`config.mk`:
```
export PLATFORM = sky130hd
export DESIGN_NAME = rc4_swap_engine
export DESIGN_NICKNAME = d
export VERILOG_FILES = /design/src/rtl/rc4_swap_engine.sv
export SDC_FILE = /design/constraint.sdc
export NUM_CORES = 1
export LEC_CHECK = 0
export ABC_CLOCK_PERIOD_IN_PS = 3200
export BUFFER_PORTS_ARGS = -buffer_cell sky130_fd_sc_hd__buf_2
export CORE_MARGIN = 4
export CORE_UTILIZATION = 25
export DETAILED_ROUTE_END_ITERATION = 8
export PLACE_DENSITY = 0.54
export SYNTH_ARGS = -nofsm -noshare
export SYNTH_HDL_FRONTEND = slang
export SYNTH_SLANG_ARGS = --single-unit
```
`constraint.sdc`:
```
create_clock -name clk -period 3.2 [get_ports clk]
set_input_delay 0.32 -clock clk [delete_from_list [all_inputs] [get_ports clk]]
set_output_delay 0.32 -clock clk [all_outputs]
set_load 0.03 [all_outputs]
```
`src/rtl/rc4_swap_engine.sv`:
```
// RC4 index-update and S-box swap engine working directly against an external
// single-port S memory. One start performs one i iteration in KSA or PRGA mode.
module rc4_swap_engine #(
  parameter int DATA_W   = 8,
  parameter int ADDR_W   = 8,
  parameter int READ_LAT = 2
) (
  input  logic              clk,
  input  logic              reset,
  input  logic              start,
  input  logic              mode,
  input  logic [ADDR_W-1:0] i_idx,
  input  logic [ADDR_W-1:0] j_in,
  input  logic [DATA_W-1:0] key_byte,
  output logic              busy,
  output logic              done,
  output logic [ADDR_W-1:0] j_out,
  output logic [DATA_W-1:0] si_out,
  output logic [DATA_W-1:0] sj_out,
  output logic [ADDR_W-1:0] mem_addr,
  output logic [DATA_W-1:0] mem_wdata,
  output logic              mem_wren,
  input  logic [DATA_W-1:0] mem_rdata
);

  localparam int CNT_W = 3;
  localparam int SUM_W = (DATA_W > ADDR_W) ? DATA_W : ADDR_W;

  typedef enum logic [6:0] {
    IDLE   = 7'b0000001,
    RD_I   = 7'b0000010,
    CALC_J = 7'b0000100,
    RD_J   = 7'b0001000,
    WR_I   = 7'b0010000,
    WR_J   = 7'b0100000,
    DONE   = 7'b1000000
  } state_t;

  state_t             state, state_nxt;
  logic [CNT_W-1:0]   lat_cnt;
  logic               lat_last;
  logic [ADDR_W-1:0]  i_p0, j_p0, j_calc;
  logic [DATA_W-1:0]  key_p0, si_p1, sj_p1;
  logic               mode_p0;

  // An S value used as an index: truncate or zero-extend to the index width.
  function automatic logic [ADDR_W-1:0] to_addr(input logic [DATA_W-1:0] v);
    logic [SUM_W-1:0] t;
    t = SUM_W'(v);
    return t[ADDR_W-1:0];
  endfunction

  assign lat_last = (lat_cnt == CNT_W'(READ_LAT - 1));
  assign j_calc   = j_p0 + to_addr(si_p1) + (mode_p0 ? '0 : to_addr(key_p0));

  always_ff @(posedge clk) begin
    if (reset) begin
      state   <= IDLE;
      lat_cnt <= '0;
      j_out   <= '0;
      si_out  <= '0;
      sj_out  <= '0;
    end else begin
      state <= state_nxt;
      if ((state == RD_I || state == RD_J) && !lat_last)
        lat_cnt <= lat_cnt + 1'b1;
      else
        lat_cnt <= '0;
      if (state == WR_J) begin
        j_out  <= j_p0;
        si_out <= si_p1;
        sj_out <= sj_p1;
      end
    end
  end

  // Stage p0: request latch and j update; stage p1: captured S[i] and S[j]
  always_ff @(posedge clk) begin
    if (state == IDLE && start) begin
      i_p0    <= i_idx;
      j_p0    <= j_in;
      key_p0  <= key_byte;
      mode_p0 <= mode;
    end else if (state == CALC_J) begin
      j_p0 <= j_calc;
    end
    if (state == RD_I && lat_last) si_p1 <= mem_rdata;
    if (state == RD_J && lat_last) sj_p1 <= mem_rdata;
  end

  always_comb begin
    state_nxt = IDLE;
    busy      = 1'b1;
    done      = 1'b0;
    mem_addr  = '0;
    mem_wdata = '0;
    mem_wren  = 1'b0;
    case (state)
      IDLE: begin
        busy      = 1'b0;
        state_nxt = start ? RD_I : IDLE;
      end
      RD_I: begin
        mem_addr  = i_p0;
        state_nxt = lat_last ? CALC_J : RD_I;
      end
      CALC_J: state_nxt = RD_J;
      RD_J: begin
        mem_addr  = j_p0;
        state_nxt = lat_last ? WR_I : RD_J;
      end
      WR_I: begin
        mem_addr  = i_p0;
        mem_wdata = sj_p1;
        mem_wren  = 1'b1;
        state_nxt = WR_J;
      end
      WR_J: begin
        mem_addr  = j_p0;
        mem_wdata = si_p1;
        mem_wren  = 1'b1;
        state_nxt = DONE;
      end
      DONE: begin
        done      = 1'b1;
        state_nxt = IDLE;
      end
      default: begin
        busy      = 1'b0;
        state_nxt = IDLE;
      end
    endcase
  end

endmodule

```
### Word level (Yosys, flattened, before mapping)

Cells that the tools add are included.

| word-level totals | value |
|---|---|
| register bits after elaboration | 75 |
| bits of input ports | 36 |
| logic and storage cells | 47 |
| output and inout port bits | 43 |

| operators by class | value |
|---|---|
| reductions and logical operators | 12 |
| muxes and demuxes | 12 |
| equality and inequality tests | 8 |
| bitwise logic cells | 1 |
| add/subtract/negate cells | 3 |

Operators with widths:

| operator | number |
|---|---|
| $pmux W7 S6 | 1 |
| $pmux W8 S2 | 2 |
| $mux W8 | 3 |
| $add A8 B8 Y8 | 2 |
| $reduce_or A2 Y1 | 4 |
| $eq A7 B1 Y1 const B | 1 |
| $eq A7 B2 Y1 const B | 1 |
| $eq A7 B3 Y1 const B | 1 |
| $eq A7 B4 Y1 const B | 1 |
| $eq A7 B5 Y1 const B | 1 |
| $eq A7 B6 Y1 const B | 1 |
| $eq A7 B7 Y1 const B | 1 |
| $reduce_or A6 Y1 | 1 |
| $mux W5 | 1 |
| $logic_and A1 B1 Y1 | 4 |
| $add A3 B1 Y3 const B | 1 |
| $eq A3 B1 Y1 const B | 1 |
| $mux W1 | 3 |
| $mux W3 | 1 |
| $mux W2 | 1 |
| $reduce_bool A2 Y1 | 1 |
| $logic_not A1 Y1 | 1 |
| $logic_or A1 B1 Y1 | 1 |
| $not A1 Y1 | 1 |

### Depth between registers and ports, before layout

Gate-level depths: netlist of run 1.

| depth | value |
|---|---|
| word-level depth | 5 |
| depth in mapped cells | 9 |
| depth with buffers taken out | 9 |

### Worst setup path after synthesis of run 1

Ideal clock, no wire load.

| path | value |
|---|---|
| kind | flip-flop to flip-flop |
| start | reg mode_p0 |
| end | reg j_p0[7], data pin |
| period minus slack after synthesis | 2876 ps |
| data required time | 2940 ps |
| stages on the path, launching flop included | 9 |
| path buffers | 0 |
| arrival | 2617 ps |
| path slack | 324 ps |
| setup time | 260 ps |
| cells stage by stage | edfxtp_1 > nor2b_1 > fa_1 > ha_1 > fa_1 > a21o_1 > a2111oi_0 > xnor2_1 > mux2_2 |

| on the way | value |
|---|---|
| cells in the longest elaborated chain, start to end | 4 |

Ends and longest elaborated chain:

| element | line | source |
|---|---|---|
| start: declaration | 44 | `logic mode_p0;` |
| start signal: assignment | 83 | `mode_p0 <= mode;` |
| $mux W8 | 54 | `assign j_calc = j_p0 + to_addr(si_p1) + (mode_p0 ? '0 : to_addr(key_p0));` |
| $add A8 B8 Y8 | 54 |  |
| $mux W8 | 84 | `end else if (state == CALC_J) begin` |
| $mux W8 | 79 | `if (state == IDLE && start) begin` |
| end signal: assignment | 81 | `j_p0 <= j_in;` |
| end signal: assignment | 85 | `j_p0 <= j_calc;` |
| end: declaration | 42 | `logic [ADDR_W-1:0] i_p0, j_p0, j_calc;` |

Every way passes these cells. The select of a mux whose other input is x is not followed.
A chain may end at the register's enable or synchronous reset.

### Worst setup path in the final report of run 1

Ends and elaborated chain as after synthesis.

==> flow_metrics.tcl, run 1 <==
set metrics [dict create \
    status "finished clean" \
    clockBufferDepth 2 \
    clk_latency_ns 0.33 \
    crit_arrival_ns 3.06 \
    synth_top_cell_area_share_pct 36.5 \
    endpoint_kind "flip-flop" \
    synth_fp_nets 355 \
    grt_pass1_vias 2460 \
    syn_area_um2 3370 \
    avgViaCountPerCell 4.31 \
    routed_wl_um 8410 \
    dp_worst_setup_slack_ns 0.136 \
    r2r_slack_ns 0.21 \
    ys_seq_area_share_pct 56.7 \
    finalCritPeriodShare_pct 93.3 \
    cts_made_buffers 9 \
    path_common_cell "fa_1" \
    worst_slew_pin_slew_ns 0.802 \
    cts-root-buf "clkbuf_16" \
    yosys_warnings 0 \
    cts_resized 0 \
    drv_slew 0 \
    min_path_type "in -> reg" \
    clock_skew_ns 0.00882 \
    yosys.area.top_type "edfxtp_1" \
    gr-usage-all-layers_pct 11.4 \
    htreeDepth 3 \
    synth_flop_cell "edfxtp_1" \
    min-delay-start "i_idx[3]" \
    slew_headroom_pct 46.5 \
    multi_input_area_um2 1360 \
    std_cell_rows 42 \
    p_leak_nw 1.77 \
    place_hpwl_um 6450 \
    crit_type "reg -> reg" \
    hold_viol 0 \
    critical-path-slowest-cell "a2111oi_1" \
    dr.pass1.iters 4 \
    syn-instance-count 303 \
    vias 2450 \
    cp_top_family "adder cells" \
    finalSetupViolations 0 \
    grt_max_degree 33 \
    synth_most_common_cell "nand2_1" \
    synthTopCellsByCount "nand2_1, edfxtp_1, dfxtp_1" \
    diodes 0 \
    initial_core_util_pct 25.5 \
    grt_pass1_wl_um 13000 \
    hold_end "i_p0[3]" \
    worstPathRequired_ns 3.28 \
    post_cts_buffers 0 \
    power_density_nw_per_um2 592 \
    drc 0 \
    rsz0062_at_grt "no" \
    worst_slack_ns 0.214 \
    ir_drop_mv 0.204 \
    ant_nets 0 \
    seq_area_um2 1910 \
    min_path_cells 1 \
    async_flop_share_pct 0 \
    postSynthAreaPerCell_um2 11.1 \
    overflow 0 \
    timing.critical_path.buf_inv 0 \
    reg2reg_from "mode_p0" \
    cts_tree "built" \
    finalSetupTns_ns 0 \
    dr.first_iter.drc_count 135 \
    coreArea_um2 13200 \
    synth_edf_count 41 \
    path_depth 8 \
    die_area_um2 15400 \
    ys_ff_latch 75 \
    io_buffers 78 \
    syn2layout_area_growth_pct 26.9 \
    antenna_found_initial 0 \
    r2r_cells 8 \
    reg2reg_to "j_p0[7]" \
    cts_sinks 75 \
    synthTopCellsByArea "edfxtp_1, dfxtp_1, nand2_1" \
    die_x_um 124 \
    period_needed_ns 2.99 \
    synth.distinct_cells 43 \
    worstPathMaxFanout 3 \
    cap_violations 0 \
    cts_hold_buffers 0 \
    io_pins 79 \
    fmax_mhz 335 \
    die_h_um 124 \
    final_nets 439 \
    worstSetupStartpointType "flip-flop" \
    fillers 1381 \
    cts.reportedPaths.clkPinSlew_ns 0.06 \
    place_congestion 0.813 \
    wl_per_cell_um 14.8 \
    critical_path.cell_chain "nor2b_1 -> fa_1 -> ha_1 -> fa_1 -> a21o_1 -> a2111oi_1 -> xnor2_1 -> mux2_2" \
    critPathMaxStageDelay_ns 0.48 \
    drive_gt1_share_pct 30.1 \
]
worst max path at each step:
stage / endpoint / slack (ns) / start
floorplan: j_p0[7] / 0.32 / mode_p0
global placement: j_p0[7] / 0.23 / mode_p0
detailed placement: j_p0[7] / 0.14 / mode_p0
CTS: j_p0[7] / 0.12 / mode_p0
global route: j_p0[7] / 0.01 / mode_p0
finish: j_p0[7] / 0.21 / mode_p0
final cells by class:
class	instances	area share (%)
Tap cell	176	5.15
Clock buffer	10	5.85
Timing Repair Buffer	85	10.4
Clock inverter	6	1.58
Multi-Input combinational cell	208	31.7
Sequential cell	75	44.7
Inverter	8	0.702
metal layers:
layer  vias up  share of wire, %  GRT usage, %
met4         0              0.92          3.76
met2        62                50          18.9
met1      1168                44          14.2
met3         6               5.5          3.27
li1       1214                 -             -
met5         -                 0             0
where the power goes:
group / switching (mW) / total, mW / internal [mW]
sequential: 0.0430 / 1.12 / 1.08
combinational: 0.186 / 0.348 / 0.163
clock: 0.405 / 1.06 / 0.657
sequential cells by signal, summed over array words and instances, names as in the netlist:
signal,flops
key_p0,8
si_p1,8
si_out,8
state,7
sj_out,8
mode_p0,1
j_out,8
j_p0,8
sj_p1,8
i_p0,8
lat_cnt,3
through the flow:
| stage | utilization, % | hold slack, ns | cells | cell area [µm²] | power (mW) |
|---|---|---|---|---|---|
| after floorplan | - | 0.392 | 303 | 3370 | 1.39 |
| after global placement | 29.9 | 0.432 | 552 | 3960 | 1.48 |
| after detailed placement | 29.9 | 0.444 | 552 | 3960 | 1.49 |
| after CTS | 32.3 | 0.153 | 568 | 4280 | 2.56 |
| after global routing | 32.3 | 0.152 | 568 | 4280 | 2.66 |
| final | 32.3 | 0.162 | 568 | 4280 | 2.53 |
cells by family after synthesis:
group | after synthesis | synth area share [%]
AOI/OAI and AO/OA | 52 | 9.80
buffers and inverters | 20 | 3.12
xor gates and xnor gates | 10 | 3.01
DFF | 75 | 56.7
and+or+nand+nor | 127 | 18.7
muxes | 3 | 0.965
adders and majority gates | 16 | 7.72
cell usage in the layout (no fill, tap or decap), types with 2 or more instances in the layout:
master | netlist | layout
buf_2 | 2 | 78
nand2_1 | 73 | 73
edfxtp_1 | 41 | 41
dfxtp_1 | 34 | 34
a21oi_1 | 32 | 32
nor2_1 | 12 | 12
nor2b_1 | 12 | 12
clkbuf_16 | 0 | 10
inv_1 | 8 | 8
a22o_2 | 8 | 8
fa_1 | 8 | 8
ha_1 | 8 | 8
xnor2_1 | 7 | 7
buf_4 | 0 | 7
o21ai_0 | 6 | 6
nand2b_1 | 5 | 5
nand3_1 | 3 | 3
and3_1 | 3 | 3
and2_1 | 3 | 3
nor4_4 | 2 | 2
nor3b_1 | 2 | 2
xor2_1 | 2 | 2
nor4b_1 | 2 | 2
mux2_2 | 2 | 2
inv_6 | 0 | 2
inv_4 | 0 | 2
(Power assumes the default switching activity.)
==> inputs of run 2 (changes only) <==
--- a/config.mk
+++ b/config.mk
@@ -5,12 +5,13 @@
 export SDC_FILE = /design/constraint.sdc
 export NUM_CORES = 1
 export LEC_CHECK = 0
-export ABC_CLOCK_PERIOD_IN_PS = 3200
+export ABC_CLOCK_PERIOD_IN_PS = 3800
 export BUFFER_PORTS_ARGS = -buffer_cell sky130_fd_sc_hd__buf_2
 export CORE_MARGIN = 4
 export CORE_UTILIZATION = 25
 export DETAILED_ROUTE_END_ITERATION = 8
 export PLACE_DENSITY = 0.54
+export REMOVE_ABC_BUFFERS = 1
 export SYNTH_ARGS = -nofsm -noshare
 export SYNTH_HDL_FRONTEND = slang
 export SYNTH_SLANG_ARGS = --single-unit
==> constraint.sdc (replaced) <==
create_clock -name clk -period 3.8 [get_ports clk]
set_input_delay 0.38 -clock clk [delete_from_list [all_inputs] [get_ports clk]]
set_output_delay 0.38 -clock clk [all_outputs]
set_load 0.03 [all_outputs]
==> flow_metrics.tcl, run 2 (synthesis results as in run 1) <==
set metrics [dict create \
    status "finished clean" \
    crit_end "j_p0[7]" \
    layout_commonest_cell "buf_2" \
    cts.reportedPaths.clkPinSlew_ns 0.06 \
    post_cts_buffers 0 \
    vias 2422 \
    final_cell_mix "buf_2, nand2_1, edfxtp_1" \
    place_congestion 0.805 \
    worst_slew_pin_slew_ns 0.813 \
    hold_viol 0 \
    cap_violations 0 \
    io_pins 79 \
    dr.pass1.iters 4 \
    io_buffers 78 \
    clock_skew_ns 0.00471 \
    wl_per_cell_um 14.8 \
    grt_max_degree 33 \
    worstPathRequired_ns 3.89 \
    crit_arrival_ns 3.26 \
    reg2reg_to "j_p0[7]" \
    initial_core_util_pct 25.5 \
    r2r_slack_ns 0.63 \
    ir_drop_mv 0.254 \
    period_needed_ns 3.17 \
    finalSetupTns_ns 0 \
    slew_headroom_pct 45.7 \
    endpoint_kind "flip-flop" \
    p_int_mw 1.68 \
    combPwrFrac_pct 12.9 \
    power_mw 2.20 \
    grt_pass1_wl_um 13100 \
    die_x_um 124 \
    antenna_found_initial 0 \
    power_frac_seq_pct 43.0 \
    switching_share_pct 23.6 \
    gr-usage-all-layers_pct 11.6 \
    place_hpwl_um 6170 \
    ant_nets 0 \
    die_area_um2 15400 \
    cts-root-buf "clkbuf_16" \
    routed_wl_um 8400 \
    power_density_nw_per_um2 512 \
    timing.hold.ws_ns 0.214 \
    crit_type "reg -> reg" \
    htreeDepth 3 \
    final_nets 437 \
    min_path_type "in -> reg" \
    cts_made_buffers 9 \
    cts_tree "built" \
    diodes 0 \
    drc 0 \
    grt_pass1_vias 2396 \
    r2r_cells 8 \
    p_sw_mw 0.519 \
    cts_hold_buffers 0 \
    worstPathMaxFanout 8 \
    die_h_um 124 \
    fmax_mhz 315 \
    coreArea_um2 13200 \
    overflow 0 \
    drv_slew 0 \
    avgViaCountPerCell 4.28 \
    worstSetupStartpointType "flip-flop" \
    finalCritPeriodShare_pct 83.4 \
    utilization_pct 32.4 \
    syn2layout_area_growth_pct 27.3 \
    cts_resized 0 \
    worstSetupStartpoint "mode_p0" \
    rsz0062_at_grt "no" \
    drive_gt1_share_pct 29.7 \
    finalSetupViolations 0 \
    p_leak_nw 1.78 \
    power_frac_clock_pct 44.1 \
    clk_latency_ns 0.34 \
    clockBufferDepth 2 \
    reg2reg_from "mode_p0" \
    dr.first_iter.drc_count 144 \
    std_cell_rows 42 \
    cts_sinks 75 \
]
run 2: cell types whose count changed in the layout (fill, tap and decap cells not counted):
cell        previous run  this run
a2111oi_0              0         1
a2111oi_1              1         0
buf_4                  7         5
bufinv_16              1         2
clkbuf_8               0         1
clkinv_2               0         1
clkinv_4               0         2
clkinvlp_4             1         0
inv_4                  2         0
inv_6                  2         0
run 2: area by class of cell:
class | count | area [µm²]
Clock buffer | 11 | 264
Sequential cell | 75 | 1910
Fill cell | 1399 | 8950
Timing Repair Buffer | 83 | 428
Tap cell | 176 | 220
Inverter | 8 | 30.0
Multi-Input combinational cell | 208 | 1360
Clock inverter | 5 | 82.6
run 2: power by group through the flow:
stage | logic (mW) | clock network (mW) | registers [mW]
floorplan | 0.209 | 0 | 0.951
global placement | 0.278 | 0 | 0.963
detailed placement | 0.286 | 0 | 0.963
CTS | 0.288 | 0.995 | 0.946
global route | 0.325 | 1.02 | 0.952
finish | 0.282 | 0.969 | 0.945
run 2: routing by layer:
metal,vias up,global-route usage (%),share of wire [%]
met3,11,3.68,6.6
met5,-,0,0
met1,1124,15.5,47
met4,0,3.97,1.5
met2,77,17.7,45
li1,1210,-,-
run 2: metrics by stage:
step / cell area [µm²] / setup slack (ns) / cells
finish: 4290 / 0.630 / 566
global route: 4290 / 0.408 / 566
CTS: 4290 / 0.637 / 566
detailed placement: 3950 / 0.639 / 550
global placement: 3950 / 0.714 / 550
floorplan: 3300 / 0.924 / 291
run 2: critical path: stages (launching register included):
cell and delay [ns]:
edfxtp_1 0.49, nor2b_1 0.19, fa_1 0.44, ha_1 0.24, fa_1 0.41, a21o_1 0.20, a2111oi_0 0.54, xnor2_1 0.12
mux2_2 0.28
run 2: how the worst min path moves through the flow:
stage                            end        start  depth (start not counted)
after floorplan           lat_cnt[0]   lat_cnt[0]                          1
after detailed placement   sj_out[5]    sj_out[5]                          2
after global routing       key_p0[4]  key_byte[4]                          1
after CTS                    i_p0[2]     i_idx[2]                          1
final                        i_p0[2]     i_idx[2]                          1
after global placement    lat_cnt[0]   lat_cnt[0]                          1
==> inputs of run 3 (changes only) <==
--- a/config.mk
+++ b/config.mk
@@ -5,12 +5,13 @@
 export SDC_FILE = /design/constraint.sdc
 export NUM_CORES = 1
 export LEC_CHECK = 0
-export ABC_CLOCK_PERIOD_IN_PS = 3800
+export ABC_AREA = 1
+export ABC_CLOCK_PERIOD_IN_PS = 2800
 export BUFFER_PORTS_ARGS = -buffer_cell sky130_fd_sc_hd__buf_2
 export CORE_MARGIN = 4
 export CORE_UTILIZATION = 25
 export DETAILED_ROUTE_END_ITERATION = 8
-export PLACE_DENSITY = 0.54
+export PLACE_DENSITY = 0.56
 export REMOVE_ABC_BUFFERS = 1
 export SYNTH_ARGS = -nofsm -noshare
 export SYNTH_HDL_FRONTEND = slang
==> constraint.sdc (replaced) <==
create_clock -name clk -period 2.8 [get_ports clk]
set_input_delay 0.28 -clock clk [delete_from_list [all_inputs] [get_ports clk]]
set_output_delay 0.28 -clock clk [all_outputs]
set_load 0.03 [all_outputs]
==> flow_metrics.tcl, run 3 <==
set metrics [dict create \
    ant_nets 0 \
    clock_skew_ns 0.00893 \
    grt_pass1_vias 2644 \
    dr.pass1.iters 6 \
    dr.first_iter.drc_count 113 \
    synth_top_cell_area_share_pct 35.9 \
    postSynthAreaPerCell_um2 9.43 \
    grt_pass1_wl_um 13900 \
    io_buffers 78 \
    postLayoutCellArea_um2 4300 \
    drv_slew 0 \
    gr-usage-all-layers_pct 11.4 \
    rsz0062_at_grt "no" \
    synth_flop_cell "edfxtp_1" \
    synth-adder-area-share_pct 7.58 \
    p_leak_nw 2.03 \
    cts_resized 0 \
    worstPathMaxFanout 7 \
    critical-path-slowest-cell "edfxtp_1" \
    die_x_um 125 \
    routed_wl_um 8740 \
    initial_core_util_pct 25.7 \
    multi_input_area_um2 1310 \
    synthTopCellsByCount "nand2_1, nor2_1, edfxtp_1" \
    timing.critical_path.buf_inv 0 \
    critical_path.cell_chain "nor2_1 -> fa_1 -> ha_1 -> fa_1 -> a21oi_1 -> xor2_1 -> o21ai_0" \
    fillers 1409 \
    muxShareOfSynthArea_pct 0 \
    synth-compound-area-share_pct 7.25 \
    critPathMaxStageDelay_ns 0.47 \
    endpoint_kind "flip-flop" \
    crit_arrival_ns 2.55 \
    die_h_um 125 \
    place_hpwl_um 6540 \
    wl_per_cell_um 14.0 \
    path_common_cell "fa_1" \
    cts-root-buf "clkbuf_16" \
    post_cts_buffers 0 \
    syn-instance-count 364 \
    cts_tree "built" \
    syn_area_um2 3430 \
    synth_edf_count 41 \
    status "finished clean" \
    slew_headroom_pct 54.3 \
    std_cell_rows 42 \
    synth_most_common_cell "nand2_1" \
    htreeDepth 3 \
    cts_hold_buffers 0 \
    fin_cells 626 \
    overflow 0 \
    final_nets 497 \
    seq_area_um2 1910 \
    avgViaCountPerCell 4.24 \
    finalCritPeriodShare_pct 89.3 \
    grt_max_degree 36 \
    finalSetupTns_ns 0 \
    syn2layout_area_growth_pct 25.3 \
    cp_top_family "adder cells" \
    utilization_pct 32.2 \
    fmax_mhz 400 \
    coreArea_um2 13300 \
    hold_viol 0 \
    layout_commonest_cell "nand2_1" \
    synthTopCellsByArea "edfxtp_1, dfxtp_1, nand2_1" \
    period_needed_ns 2.50 \
    cts.reportedPaths.clkPinSlew_ns 0.05 \
    worstPathRequired_ns 2.85 \
    async_flop_share_pct 0 \
    timing.hold.ws_ns 0.128 \
    clockBufferDepth 2 \
    r2r_slack_ns 0.30 \
    cts_sinks 75 \
    synth_xor_area_share_pct 0.765 \
    io_pins 79 \
    finalSetupViolations 0 \
    placed_cells 610 \
    place_congestion 0.803 \
    die_area_um2 15700 \
    drive_gt1_share_pct 25.3 \
    synth_top_family_by_area "simple AND/OR/NAND/NOR gates" \
    crit_type "reg -> reg" \
    placed_cell_area_um2 3990 \
    clk_latency_ns 0.33 \
    ys_seq_area_share_pct 55.7 \
    yosys_warnings 0 \
    power_density_nw_per_um2 655 \
    ir_drop_mv 0.257 \
    cap_violations 0 \
    diodes 0 \
    final_cell_mix "nand2_1, buf_2, nor2_1" \
    antenna_found_initial 0 \
    worst_slew_pin_slew_ns 0.683 \
    ys_ff_latch 75 \
    min_path_type "in -> reg" \
    synth.distinct_cells 31 \
    yosys.area_share.simple_pct 22.5 \
    worstSetupStartpointType "flip-flop" \
    yosys.area.top_type "edfxtp_1" \
    drc 0 \
    cts_made_buffers 9 \
    vias 2655 \
]
[run 3: cell count changes after synthesis, moves of 4 or more]
cell / before / now
a22o_2: 8 / 0
nand3_1: 3 / 14
nand2b_1: 5 / 0
buf_4: 0 / 4
a21oi_1: 32 / 13
inv_1: 8 / 36
nor2b_1: 12 / 0
nand2_2: 0 / 9
xnor2_1: 7 / 2
nor2_1: 12 / 50
nand2_1: 73 / 83
o21ai_0: 6 / 33
clkbuf_1: 6 / 1
[run 3: stage by stage]
step | total power [mW] | setup WS, ns
after floorplan | 1.56 | 0.494
after global placement | 1.66 | 0.375
after detailed placement | 1.67 | 0.292
after CTS | 2.86 | 0.286
after global routing | 2.97 | 0.0843
final | 2.82 | 0.300
[run 3: final timing paths]
check                 start   endpoint  cells past startpoint
hold reg to reg   si_out[0]  si_out[0]                      2
hold / removal     i_idx[2]    i_p0[2]                      1
setup reg to reg    mode_p0    j_p0[5]                      7
setup / recovery    mode_p0    j_p0[5]                      7
[run 3: layer usage]
metal,vias to the layer above,global-route usage [%],share of wire (%)
met2,75,17.8,47
met4,0,5.23,1.5
li1,1347,-,-
met5,-,0,0
met1,1220,15.1,45
met3,13,2.47,5.8
[run 3: kinds of logic after synthesis]
family,count (synthesis)
AND/OR/NAND/NOR,173
flip-flops,75
AO/OA/AOI/OAI,49
buffers and inverters,48
adder cells (fa/ha/maj),16
XOR/XNOR,3
[run 3: layout make-up]
class | instances | share of cell area (%)
Multi-Input combinational cell | 241 | 30.4
Sequential cell | 75 | 44.4
Timing Repair Buffer | 80 | 9.42
Clock buffer | 16 | 7.30
Tap cell | 176 | 5.12
Inverter | 38 | 3.31
[run 3: worst reg2reg max path, stage by stage, from the launching register on]
cell and delay [ns]:
edfxtp_1 0.47, nor2_1 0.20, fa_1 0.44, ha_1 0.25
fa_1 0.42, a21oi_1 0.19, xor2_1 0.15, o21ai_0 0.09
[run 3: power breakdown]
| part | internal, mW | switching (mW) |
|---|---|---|
| Clock | 0.758 | 0.417 |
| Combinational | 0.148 | 0.231 |
| Sequential | 1.23 | 0.0356 |
